===== src/rtl/glb.svh =====
// Global address map shared by the RAM arbiter and anything that decodes RAM space.
// Purpose: base of the on-chip RAM window; addresses at or above it belong to the RAM.
// Latency/backpressure: not applicable (constants only).
`ifndef GLB_SVH
`define GLB_SVH

`define RAM_BASE_ADDR 14'h1000

`endif


===== src/rtl/xr_pkg.sv =====
// Shared types for the RAM arbiter slice.
// Latency: none (types and constants only).
// Backpressure: not applicable.
package xr_pkg;

    // Who owns the response slot in the cycle after a grant.
    typedef enum logic [2:0] {
        OWN_NONE  = 3'd0,
        OWN_I_RD  = 3'd1,
        OWN_D_RD  = 3'd2,
        OWN_I_ERR = 3'd3,
        OWN_D_ERR = 3'd4
    } owner_e;

    // Reset value of the round-robin pointer: data port wins first contention.
    localparam logic PRIO_D_RESET = 1'b1;

endpackage


===== src/rtl/rr_pick2.sv =====
// Two-way round-robin pick between instruction and data requesters.
// Latency: grant is combinational; pointer updates on the next rising edge.
// Backpressure: the losing requester simply holds its request until granted.
//
// Ports:
//   clk, rstb          - clock and synchronous active-low reset
//   req_i_i, req_d_i   - instruction / data requests (already reset-gated by caller)
//   gnt_i_o, gnt_d_o   - one-hot (or zero) grants
//   prio_d_o           - current pointer, 1 = data wins the next contention
module rr_pick2
    import xr_pkg::*;
(
    input  logic clk,
    input  logic rstb,
    input  logic req_i_i,
    input  logic req_d_i,
    output logic gnt_i_o,
    output logic gnt_d_o,
    output logic prio_d_o
);

    logic prio_d_q;
    logic prio_d_d;

    always_comb begin
        gnt_d_o  = req_d_i && (!req_i_i || prio_d_q);
        gnt_i_o  = req_i_i && !gnt_d_o;
        prio_d_d = prio_d_q;
        // Only a real contention moves the pointer, and it always swings to the loser.
        if (req_i_i && req_d_i) begin
            prio_d_d = ~prio_d_q;
        end
    end

    always_ff @(posedge clk) begin
        if (!rstb) begin
            prio_d_q <= PRIO_D_RESET;
        end else begin
            prio_d_q <= prio_d_d;
        end
    end

    assign prio_d_o = prio_d_q;

endmodule


===== src/rtl/ram_arb.sv =====
// Arbitrates an instruction port and a data port onto one single-port RAM.
// Latency: grant and RAM command in the request cycle; read data/error one cycle later.
// Backpressure: requester holds req until gnt; the loser of a contention waits one cycle.
//
// Ports:
//   clk, rstb                          - clock, synchronous active-low reset
//   i_req/i_addr -> i_gnt/i_rvalid/i_err/i_rdata          - instruction (read-only) port
//   d_req/d_we/d_be/d_addr/d_wdata -> d_gnt/d_rvalid/d_err/d_rdata - data port
//   ram_en/ram_we/ram_be/ram_addr/ram_wdata, ram_rdata    - RAM side, read latency 1
`include "glb.svh"

module ram_arb
    import xr_pkg::*;
#(
    parameter int XLEN     = 32,
    parameter int ADDR_LEN = 14
) (
    input  logic                  clk,
    input  logic                  rstb,

    input  logic                  i_req,
    input  logic [ADDR_LEN-1:0]   i_addr,
    output logic                  i_gnt,
    output logic                  i_rvalid,
    output logic                  i_err,
    output logic [XLEN-1:0]       i_rdata,

    input  logic                  d_req,
    input  logic                  d_we,
    input  logic [XLEN/8-1:0]     d_be,
    input  logic [ADDR_LEN-1:0]   d_addr,
    input  logic [XLEN-1:0]       d_wdata,
    output logic                  d_gnt,
    output logic                  d_rvalid,
    output logic                  d_err,
    output logic [XLEN-1:0]       d_rdata,

    output logic                  ram_en,
    output logic                  ram_we,
    output logic [XLEN/8-1:0]     ram_be,
    output logic [ADDR_LEN-3:0]   ram_addr,
    output logic [XLEN-1:0]       ram_wdata,
    input  logic [XLEN-1:0]       ram_rdata
);

    localparam int                BEW  = XLEN / 8;
    localparam logic [ADDR_LEN-1:0] BASE = ADDR_LEN'(`RAM_BASE_ADDR);

    logic                gnt_i;
    logic                gnt_d;
    logic                prio_d;
    logic [ADDR_LEN-1:0] sel_addr;
    logic [ADDR_LEN-1:0] sel_off;
    logic                in_rng;
    logic                unused_off;
    owner_e              owner_q;
    owner_e              owner_d;

    // Requests are masked during reset so no grant or RAM strobe can escape.
    rr_pick2 u_pick (
        .clk      (clk),
        .rstb     (rstb),
        .req_i_i  (i_req && rstb),
        .req_d_i  (d_req && rstb),
        .gnt_i_o  (gnt_i),
        .gnt_d_o  (gnt_d),
        .prio_d_o (prio_d)
    );

    assign i_gnt = gnt_i;
    assign d_gnt = gnt_d;

    // Decode only the granted address; byte-offset bits are dropped.
    assign sel_addr   = gnt_d ? d_addr : i_addr;
    assign in_rng     = (sel_addr >= BASE);
    assign sel_off    = sel_addr - BASE;
    assign unused_off = ^{sel_off[1:0], prio_d};

    always_comb begin
        ram_en    = 1'b0;
        ram_we    = 1'b0;
        ram_be    = '0;
        ram_addr  = sel_off[ADDR_LEN-1:2];
        ram_wdata = '0;
        owner_d   = OWN_NONE;
        if (gnt_d) begin
            ram_wdata = d_wdata;
            if (in_rng) begin
                ram_en  = 1'b1;
                ram_we  = d_we;
                ram_be  = d_be;
                owner_d = d_we ? OWN_NONE : OWN_D_RD;
            end else begin
                owner_d = OWN_D_ERR;
            end
        end else if (gnt_i) begin
            if (in_rng) begin
                ram_en  = 1'b1;
                ram_be  = {BEW{1'b1}};
                owner_d = OWN_I_RD;
            end else begin
                owner_d = OWN_I_ERR;
            end
        end
    end

    always_ff @(posedge clk) begin
        if (!rstb) begin
            owner_q <= OWN_NONE;
        end else begin
            owner_q <= owner_d;
        end
    end

    // Responses are gated by rstb so a reset in the response cycle kills them.
    always_comb begin
        i_rvalid = 1'b0;
        i_err    = 1'b0;
        i_rdata  = '0;
        d_rvalid = 1'b0;
        d_err    = 1'b0;
        d_rdata  = '0;
        if (rstb) begin
            case (owner_q)
                OWN_I_RD: begin
                    i_rvalid = 1'b1;
                    i_rdata  = ram_rdata;
                end
                OWN_D_RD: begin
                    d_rvalid = 1'b1;
                    d_rdata  = ram_rdata;
                end
                OWN_I_ERR: begin
                    i_rvalid = 1'b1;
                    i_err    = 1'b1;
                end
                OWN_D_ERR: begin
                    d_rvalid = 1'b1;
                    d_err    = 1'b1;
                end
                default: ;
            endcase
        end
    end

endmodule


===== config.mk =====
export PLATFORM = sky130hd
export DESIGN_NAME = ram_arb
export DESIGN_NICKNAME = d
export VERILOG_FILES = /design/src/rtl/xr_pkg.sv /design/src/rtl/rr_pick2.sv /design/src/rtl/ram_arb.sv
export VERILOG_INCLUDE_DIRS = /design/src /design/src/rtl
export SDC_FILE = /design/constraint.sdc
export NUM_CORES = 1
export LEC_CHECK = 0
export ABC_CLOCK_PERIOD_IN_PS = 10320
export BUFFER_PORTS_ARGS = -buffer_cell sky130_fd_sc_hd__buf_4
export CELL_PAD_IN_SITES_DETAIL_PLACEMENT = 1
export CELL_PAD_IN_SITES_GLOBAL_PLACEMENT = 1
export CORE_ASPECT_RATIO = 2
export CORE_MARGIN = 2
export CORE_UTILIZATION = 15
export DETAILED_ROUTE_END_ITERATION = 12
export PLACE_DENSITY_LB_ADDON = 0.1
export SLEW_MARGIN = 20
export SYNTH_ARGS = -nofsm -noshare
export SYNTH_HDL_FRONTEND = slang
export SYNTH_HIERARCHICAL = 1
export SYNTH_SLANG_ARGS = --single-unit

===== constraint.sdc =====
create_clock -name clk -period 10.32 [get_ports clk]
set_input_delay 2.064 -clock clk [delete_from_list [all_inputs] [get_ports clk]]
set_output_delay 2.064 -clock clk [all_outputs]
set_load 0.05 [all_outputs]

==> impl_metrics.toml <==
[worst_setup_path]
cpMostUsedCell = "buf_4"
crit_slowest_cell = "or4b_1"
path_cells = "buf_4 -> and2_1 -> a21boi_4 -> buf_4 -> or4b_1 -> a211o_1 -> o41a_1 -> a21oi_1 -> buf_4"
critical_path_required_ns = 8.26
crit_family = "compound AO/OA/AOI/OAI gates"
cpPeakStageDelay_ns = 0.48
startpoint_type = "primary input"
worstPathMaxFanout = 59
worstSetupEndpointType = "output pin"
critPathBufInv = 3
critPathArrivalTime_ns = 4.63
critPathKind = "primary input to output pin"

[yosys]
synth_nets = 277
synthDistinctLibCells = 26
yosys_warnings = 6
synth_cells = 174
mappedNetlistArea_sq_um = 1180
yosysSeqAreaShare_pct = 6.787
avgSynthCellArea_sq_um = 6.781
ys_seq_elements = 4

[clock_network]
htree_num_levels = 1
clk_latency_ns = 0.22
cts_sinks = 4
clockBufferDepth = 2
cts_tree = "done"
clockRootBuffer = "clkbuf_16"
cts_buffers = 3
post-cts-setup-buffers = 0
clk_pin_slew_ns = 0.03
ctsHoldBuffers = 0
cts_resized = 0

[grt]
grt_max_degree = 60
first_global_vias = 2062
grt_pass1_wl_um = 10270
antenna_found_initial = 0
grt.overflow.total = 0
grt_usage_pct = 15.39

[hold_path]
worstHoldPathType = "register to register"

[placement]
placed_cells = 479
place_congestion = 0.8889
placed_area_sq_um = 2948
port_buffers = 220
dp_hpwl_um = 6395

[drt]
wl_um = 7195
drc = 0
drtIter0Drc = 34
wl_per_cell_um = 14.93
routed_via_density = 4.131
first_pass_iters = 4
num_vias = 1991
ant_nets = 0

[timing]
setup_viol = 0
hold_ws_ns = 0.5660
finalSetupTns_ns = 0
hold_viol = 0
finalMaxSlewViolations = 0
tightest_slew_ns = 0.5160
rsz0062_at_grt = "false"
timing.fmax_mhz = 149.3
min_period_over_period_pct = 64.88
skew_ns = 0.00004703
period_needed_ns = 6.696
relSlewSlack_pct = 65.60

[floorplanning]
fp.dieH_um = 129.4
die_area_sq_um = 8635
core_area_sq_um = 7601
die_x_um = 66.72
rows = 45
start_util_pct = 15.52
pin_count = 221

[power_and_ir_drop]
p_per_area_nw_per_um2 = 69.14
p_total_mw = 0.2090
peakVddDrop_v = 0.00005931
p_leak_nw = 1.680

[final_layout]
stdcell_count = 482
layout.cells.most_common = "buf_4"
finalInstanceArea_sq_um = 3023
layout_common_cells = "223 x buf_4, 99 x and2_1, 10 x mux2_2"
antenna-diode-count = 0
final_nets = 493
num-fill-cells = 1021
drive_gt1_share_pct = 62.37
area_growth_pct = 156.2

[outcome]
outcome = "finished, final reports clean"

[flow_run]
drv_cap = 0
## Yosys cell counts
| library cell | instances | area [sq um] |
|---|---|---|
| and3_1 | 2 | 12.51 |
| a211o_1 | 1 | 8.760 |
| mux2i_1 | 2 | 20.02 |
| nand2b_1 | 1 | 6.260 |
| o21ai_2 | 1 | 8.760 |
| clkbuf_1 | 9 | 33.78 |
| a21boi_0 | 2 | 15.01 |
| ha_1 | 2 | 25.02 |
| o41a_1 | 1 | 11.26 |
| nor3_1 | 2 | 10.01 |
| a21oi_1 | 7 | 35.03 |
| nor4_1 | 2 | 12.51 |
| nand2_1 | 6 | 22.52 |
| nor4b_1 | 3 | 26.28 |
| nor2_1 | 7 | 26.28 |
| or2_2 | 1 | 6.260 |
| o41ai_4 | 1 | 27.53 |
| buf_2 | 1 | 5.000 |
| and2_1 | 99 | 619.3 |
| inv_1 | 5 | 18.77 |
| mux2_1 | 1 | 11.26 |
| mux2_2 | 10 | 112.6 |
| buf_1 | 2 | 7.510 |
| dfxtp_1 | 4 | 80.08 |
| or4_1 | 1 | 7.510 |
| or4b_1 | 1 | 10.01 |
## routing by layer
layer | vias to the layer above | track usage, % | wire length (um)
met5 | - | 0 | 0
met4 | 0 | 2.521 | 55
met3 | 4 | 3.819 | 810
met2 | 130 | 33.76 | 4279
met1 | 868 | 12.90 | 2050
li1 | 989 | - | -
## path summary, 6_finish.rpt
| path | start | endpoint | slack (ns) | depth (start not counted) |
|---|---|---|---|---|
| max reg2reg | u_pick/prio_d_o | owner_q[1] | 7.68 | 7 |
| min reg2reg | u_pick/prio_d_o | u_pick/prio_d_o | 0.57 | 2 |
| max | rstb | ram_be[1] | 3.62 | 9 |
| min | u_pick/prio_d_o | u_pick/prio_d_o | 0.57 | 2 |
## per-stage QoR
stage | worst slack (ns) | utilization (%)
floorplan | 1.977 | -
global placement | 3.668 | 38.78
detailed placement | 3.608 | 38.78
CTS | 3.600 | 39.77
global route | 3.441 | 39.77
finish | 3.624 | 39.77
## final cells by class
cell class              count  area, sq um  area share [%]
clock buffers               3        75.07           2.483
inverters                   5        18.77          0.6209
multi-input cells         153         1057           34.98
flip-flops and latches      4        80.08           2.649
well taps                  94        117.6           3.891
repair buffers            223         1674           55.38
## sequential cells by signal, indices dropped and copies added (netlist names)
| name | flops |
|---|---|
| owner_q | 3 |
| u_pick/prio_d_o | 1 |
## kinds of logic after synthesis
group                    synth area share, %
flip-flops                             6.787
buffers and inverters                  5.514
adder cells (fa/ha/maj)                2.121
AND/OR/NAND/NOR                        64.37
multiplexers                           12.20
AO/OA/AOI/OAI                          9.014
## where the power goes
part / internal (mW) / switching [mW]
clock: 0.0494 / 0.0100
combinational: 0.0537 / 0.0792
sequential: 0.0161 / 0.000494
total: 0.119 / 0.0897
## worst min-delay path, stage by stage, from the launching register on
cell	delay, ns
dfxtp_1	0.35
a21oi_1	0.06
o21ai_2	0.12
Power figures use the tool's default switching activity.
